[config.mk]
export PLATFORM = sky130hd
export DESIGN_NAME = ststk_ctl
export DESIGN_NICKNAME = d
export VERILOG_FILES = /design/src/rtl/ststk_ctl_pkg.sv /design/src/rtl/ststk_ctl_if.sv /design/src/rtl/ststk_arb.sv /design/src/rtl/ststk_ctl.sv
export SDC_FILE = /design/constraint.sdc
export NUM_CORES = 1
export LEC_CHECK = 0
export ABC_AREA = 1
export CAP_MARGIN = 5
export CORE_MARGIN = 2
export CORE_UTILIZATION = 33
export CTS_CLUSTER_DIAMETER = 80
export DETAILED_ROUTE_END_ITERATION = 10
export GPL_ROUTABILITY_DRIVEN = 1
export PLACE_DENSITY = 0.81
export SLEW_MARGIN = 40
export SYNTH_ARGS = -nofsm -noshare
export SYNTH_HDL_FRONTEND = slang
export SYNTH_SLANG_ARGS = --single-unit
export TNS_END_PERCENT = 1
[constraint.sdc]
create_clock -name DSPCLK -period 1.5 [get_ports DSPCLK]
set_input_delay 0.225 -clock DSPCLK [delete_from_list [all_inputs] [get_ports DSPCLK]]
set_output_delay 0.225 -clock DSPCLK [all_outputs]
set_load 0.05 [all_outputs]
[src/rtl/ststk_ctl_pkg.sv]
// Status-stack controller shared types.
// FSM and request encodings, status word field layout.
package ststk_ctl_pkg;

  typedef enum logic [1:0] {
    S_IDLE = 2'd0,
    S_PUSH = 2'd1,
    S_POP  = 2'd2,
    S_RSTR = 2'd3
  } state_e;

  // Encoding value doubles as priority rank: 0 wins.
  typedef enum logic [1:0] {
    OP_IRQ_PUSH = 2'd0,
    OP_RTI_POP  = 2'd1,
    OP_INS_POP  = 2'd2,
    OP_INS_PUSH = 2'd3
  } op_e;

  localparam int NREQ = 4;

  localparam int ASTAT_W = 8;
  localparam int MSTAT_W = 7;
  localparam int IMASK_W = 10;
  localparam int STS_W = ASTAT_W + MSTAT_W + IMASK_W;

  localparam int ASTAT_LSB = 0;
  localparam int MSTAT_LSB = ASTAT_LSB + ASTAT_W;
  localparam int IMASK_LSB = MSTAT_LSB + MSTAT_W;

  function automatic logic is_push(op_e op);
    return (op == OP_IRQ_PUSH) ||
           (op == OP_INS_PUSH);
  endfunction

endpackage

[src/rtl/ststk_ctl_if.sv]
// Request/grant bundle between controller and arbiter.
// req: level requests indexed by op_e; gnt/gnt_vld: winner.
interface ststk_ctl_if;
  import ststk_ctl_pkg::*;

  logic [NREQ-1:0] req;
  op_e             gnt;
  logic            gnt_vld;

  modport master (
    output req,
    input  gnt,
    input  gnt_vld
  );

  modport slave (
    input  req,
    output gnt,
    output gnt_vld
  );

endinterface

[src/rtl/ststk_arb.sv]
// Fixed-priority 4-request grant encoder.
// Ports: bus (slave) -- req in, gnt/gnt_vld out.
module ststk_arb
  import ststk_ctl_pkg::*;
(
  ststk_ctl_if.slave bus
);

  always_comb begin
    bus.gnt     = OP_IRQ_PUSH;
    bus.gnt_vld = |bus.req;
    if (bus.req[OP_IRQ_PUSH])
      bus.gnt = OP_IRQ_PUSH;
    else if (bus.req[OP_RTI_POP])
      bus.gnt = OP_RTI_POP;
    else if (bus.req[OP_INS_POP])
      bus.gnt = OP_INS_POP;
    else if (bus.req[OP_INS_PUSH])
      bus.gnt = OP_INS_PUSH;
  end

endmodule

[src/rtl/ststk_ctl.sv]
// Status stack controller: saves/restores ASTAT/MSTAT/IMASK.
// Ports: 4 req/ack pairs, stack strobes+flags, restore, errors.
module ststk_ctl
  import ststk_ctl_pkg::*;
(
  input  logic               DSPCLK,
  input  logic               T_RST_,
  input  logic               IRQ_PUSH_REQ,
  input  logic               RTI_POP_REQ,
  input  logic               INS_PUSH_REQ,
  input  logic               INS_POP_REQ,
  output logic               IRQ_PUSH_ACK,
  output logic               RTI_POP_ACK,
  output logic               INS_PUSH_ACK,
  output logic               INS_POP_ACK,
  input  logic [ASTAT_W-1:0] ASTAT,
  input  logic [MSTAT_W-1:0] MSTAT,
  input  logic [IMASK_W-1:0] IMASK,
  input  logic               ST_full,
  input  logic               ST_empty,
  input  logic               ST_has1,
  input  logic [STS_W-1:0]   TopST,
  output logic [STS_W-1:0]   STin,
  output logic               PushST_EN,
  output logic               PopST_EN,
  output logic               STS_CKenb,
  output logic               RST_VLD,
  output logic [ASTAT_W-1:0] ASTAT_R,
  output logic [MSTAT_W-1:0] MSTAT_R,
  output logic [IMASK_W-1:0] IMASK_R,
  output logic               STK_OVF,
  output logic               STK_UNF,
  input  logic               ERR_CLR
);

  ststk_ctl_if arb_if ();

  assign arb_if.req = {
    INS_PUSH_REQ,
    INS_POP_REQ,
    RTI_POP_REQ,
    IRQ_PUSH_REQ
  };

  ststk_arb u_arb (
    .bus (arb_if)
  );

  state_e           state_q, state_d;
  op_e              op_q, op_d;
  logic [STS_W-1:0] rstr_q, rstr_d;
  logic             ovf_q, ovf_d;
  logic             unf_q, unf_d;
  logic [NREQ-1:0]  ack;
  logic             push_en;
  logic             pop_en;
  logic             rst_vld;
  logic [STS_W-1:0] stin;

  logic unused_has1;
  assign unused_has1 = ST_has1;

  always_ff @(posedge DSPCLK or negedge T_RST_) begin
    if (!T_RST_) begin
      state_q <= S_IDLE;
      op_q    <= OP_IRQ_PUSH;
      rstr_q  <= '0;
      ovf_q   <= 1'b0;
      unf_q   <= 1'b0;
    end else begin
      state_q <= state_d;
      op_q    <= op_d;
      rstr_q  <= rstr_d;
      ovf_q   <= ovf_d;
      unf_q   <= unf_d;
    end
  end

  always_comb begin
    state_d = state_q;
    op_d    = op_q;
    rstr_d  = rstr_q;
    // Clear first; a set below overrides it.
    ovf_d   = ovf_q & ~ERR_CLR;
    unf_d   = unf_q & ~ERR_CLR;
    ack     = '0;
    push_en = 1'b0;
    pop_en  = 1'b0;
    rst_vld = 1'b0;
    stin    = '0;
    unique case (state_q)
      S_IDLE: begin
        if (arb_if.gnt_vld) begin
          op_d    = arb_if.gnt;
          state_d = is_push(arb_if.gnt)
                  ? S_PUSH : S_POP;
        end
      end
      S_PUSH: begin
        ack[op_q] = 1'b1;
        push_en   = ~ST_full;
        stin[ASTAT_LSB +: ASTAT_W] = ASTAT;
        stin[MSTAT_LSB +: MSTAT_W] = MSTAT;
        stin[IMASK_LSB +: IMASK_W] = IMASK;
        if (ST_full)
          ovf_d = 1'b1;
        state_d = S_IDLE;
      end
      S_POP: begin
        ack[op_q] = 1'b1;
        pop_en    = ~ST_empty;
        if (ST_empty) begin
          unf_d   = 1'b1;
          state_d = S_IDLE;
        end else begin
          rstr_d  = TopST;
          state_d = S_RSTR;
        end
      end
      S_RSTR: begin
        rst_vld = 1'b1;
        state_d = S_IDLE;
      end
    endcase
  end

  assign IRQ_PUSH_ACK = ack[OP_IRQ_PUSH];
  assign RTI_POP_ACK  = ack[OP_RTI_POP];
  assign INS_POP_ACK  = ack[OP_INS_POP];
  assign INS_PUSH_ACK = ack[OP_INS_PUSH];

  assign PushST_EN = push_en;
  assign PopST_EN  = pop_en;
  assign STin      = stin;
  assign RST_VLD   = rst_vld;

  assign STS_CKenb = ~((state_q == S_PUSH) ||
                       (state_q == S_POP));

  assign ASTAT_R = rstr_q[ASTAT_LSB +: ASTAT_W];
  assign MSTAT_R = rstr_q[MSTAT_LSB +: MSTAT_W];
  assign IMASK_R = rstr_q[IMASK_LSB +: IMASK_W];

  assign STK_OVF = ovf_q;
  assign STK_UNF = unf_q;

endmodule

==> flow_metrics.py <==
metrics = {
    "placement": {
        "gp_congestion": 0.830,
        "hpwl_um": 4180,
        "port_buffers": 118,
    },
    "cells_and_area": {
        "register_area_um2": 776,
        "fillers": 309,
        "nets": 413,
        "n_antenna_cell": 0,
        "multi_input_area_um2": 667,
        "synthToLayoutAreaGrowth_pct": 117,
        "drive_above_1_share": 0.291,
    },
    "logic_synthesis": {
        "ys_seq_area_frac": 0.500,
        "syn_inst": 213,
        "synth_nets": 277,
        "synthFlopType": "dfrtp_1",
        "synthMuxAreaShare": 0,
        "synthAdderAreaFrac": 0.0323,
        "synth_xor_area_frac": 0,
        "synth_edf_count": 0,
        "yosysMostFrequentCell": "nand2_1",
        "syn_area_um2": 1550,
        "synth_area_leader_cell": "dfrtp_1",
        "synth_compound_area_frac": 0.0161,
        "synth.area.top_cells": "dfrtp_1 50%, nand2_1 27%, inv_1 9.2%",
        "ys_warn_count": 0,
        "synth_top_area_share": 0.500,
        "synth-seq-cells": 31,
        "async_flop_share": 1.00,
        "ys_types": 15,
        "synth_top_family_by_area": "simple AND/OR/NAND/NOR gates",
        "synthTopCellsByCount": "111 x nand2_1, 38 x inv_1, 31 x dfrtp_1",
        "synthSimpleGateAreaFrac": 0.325,
        "syn_avg_cell_area_um2": 7.28,
    },
    "global_routing": {
        "grt_overflow": 0,
        "grt_pass1_wl_um": 8360,
        "grt_max_degree": 32,
        "grt_pass1_vias": 1732,
        "grtUsageTotal": 0.205,
        "antenna_found_initial": 0,
    },
    "critical_path": {
        "start_kind": "flip-flop",
        "startpoint": "state_q[0]",
        "r2r-start": "state_q[1]",
        "crit_fanout": 5,
        "crit_path_end_kind": "output pin",
        "required_ns": 1.27,
        "path_class": "reg -> out",
        "cp.arrival_ns": 1.44,
    },
    "run_status": {
        "status": "complete, but fails checks",
        "violations": "negative setup slack",
    },
    "cts": {
        "hold_buffers": 0,
        "cts_max_level": 2,
        "cts_tree": "yes",
        "clkTransAtPathRegs_ns": 0.06,
        "cts.sink_count": 31,
        "numCtsBuffers": 5,
        "clock_latency_ns": 0.27,
        "root_buffer": "clkbuf_8",
        "cts_buffer_depth": 2,
    },
    "timing": {
        "holdWs_ns": 0.350,
        "slew_headroom": 0.732,
        "setup_viol_count_final": 33,
        "layout_setup_ws_ns": -0.167,
        "finalCriticalPeriod_ns": 1.67,
        "skew_ns": 0.00291,
        "achievable-frequency_mhz": 600,
        "fin_crit_sh": 1.11,
        "hold_viol": 0,
        "slew_viol_final": 0,
        "worst_slew_pin_slew_ns": 0.402,
        "rsz0062_at_grt": "yes",
    },
    "routing": {
        "wl_met3_um": 541,
        "drt_iter0_drc": 68,
        "viasPerCell": 4.50,
        "drt-total-wl_um": 5630,
        "dr.max_layer_used": "met4",
        "ant_nets": 0,
        "drc": 0,
        "first_pass_iters": 4,
        "vias": 1809,
        "wl_per_cell_um": 14.0,
        "wl_met1_um": 2170,
        "route.met2.wl_um": 2890,
    },
    "floorplan": {
        "dieArea_um2": 5260,
        "rows": 24,
        "ioPinCount": 120,
        "start_util": 0.349,
        "die_h_um": 72.5,
        "die_x_um": 72.5,
        "core_um2": 4440,
    },
    "power": {
        "power_density_nw_per_um2": 2350,
        "total_power_mw": 7.91,
        "power_leakage_nw": 1.82,
        "irDropWorstVdd_mv": 1.68,
    },
    "run": {
        "maxCapViolations": 0,
    },
    "hold_path": {
        "hold_path_class": "in -> async",
    },
}
## critical path, stage by stage, from the launching register on
cell and delay, ns:
dfrtp_1 0.38, inv_2 0.08, ha_4 0.29, inv_6 0.05
nor3_4 0.20, buf_12 0.16
## worst paths after layout
kind	end	slack, ns	cells after the start
max	RTI_POP_ACK	-0.17	5
min	rstr_q[19]	0.35	2
max in group asynchronous	rstr_q[6]	0.85	2
min in group DSPCLK	rstr_q[12]	0.47	2
max reg2reg	rstr_q[11]	0.05	8
min reg2reg	rstr_q[12]	0.47	2
## logic make-up (layout without fill, tap and decap cells)
| family | after synthesis | after routing |
|---|---|---|
| AND/OR/NAND/NOR | 126 | 126 |
| buffers and inverters | 47 | 184 |
| flip-flops | 31 | 31 |
| AO/OA/AOI/OAI | 5 | 5 |
| adder cells (fa/ha/maj) | 4 | 4 |
## through the flow
step                std cells   util  worst slack [ns]  cell area, um^2  setup TNS, ns
floorplan                 213      -            -0.240             1600          -1.40
global placement          385  0.707            0.0350             3140              0
detailed placement        385  0.707           0.00873             3140              0
CTS                       396  0.742            -0.216             3300          -5.05
global route              402  0.758            -0.214             3370          -6.31
finish                    402  0.758            -0.167             3370          -4.12
## registers in the layout, summed over array words and instances, names as in the netlist
signal,cells
STK_OVF,1
op_q,2
STK_UNF,1
state_q,2
rstr_q,25
## metal layers
metal | GRT usage | vias to the layer above
li1 | - | 886
met1 | 0.249 | 826
met2 | 0.365 | 95
met3 | 0.0556 | 2
met4 | 0.0412 | 0
met5 | 0 | -
## layout make-up
class	count	share of cell area
Timing Repair Buffer	136	0.476
Sequential cell	31	0.230
Multi-Input combinational cell	135	0.198
Inverter	40	0.0475
Clock buffer	8	0.0297
Tap cell	52	0.0193
## repair_timing
item,CTS,global route
resized for setup,9,12
endpoints found under the setup margin,32,58
setup buffers,3,7
pin swaps,1,5
## cells in the final DEF (no fill, tap or decap)
cell type	Yosys	layout
a21oi_1	2	2
buf_12	0	34
buf_4	3	41
buf_6	0	3
clkbuf_1	0	1
clkbuf_8	0	7
clkdlybuf4s50_1	0	58
dfrtp_1	31	31
ha_2	0	1
ha_4	0	3
inv_1	38	33
inv_2	1	5
inv_6	0	2
nand2_1	111	111
nand3_1	4	4
nand4_1	2	2
nor2_1	4	3
nor2_2	0	1
nor2_8	1	1
nor3_4	0	4
o21ai_0	3	3
## power by group
part           switching [mW]  internal, mW
Sequential              0.259          1.22
Combinational            3.52          2.23
Clock                   0.278         0.418
Total                    4.05          3.86
Power figures use the tool's default switching activity.
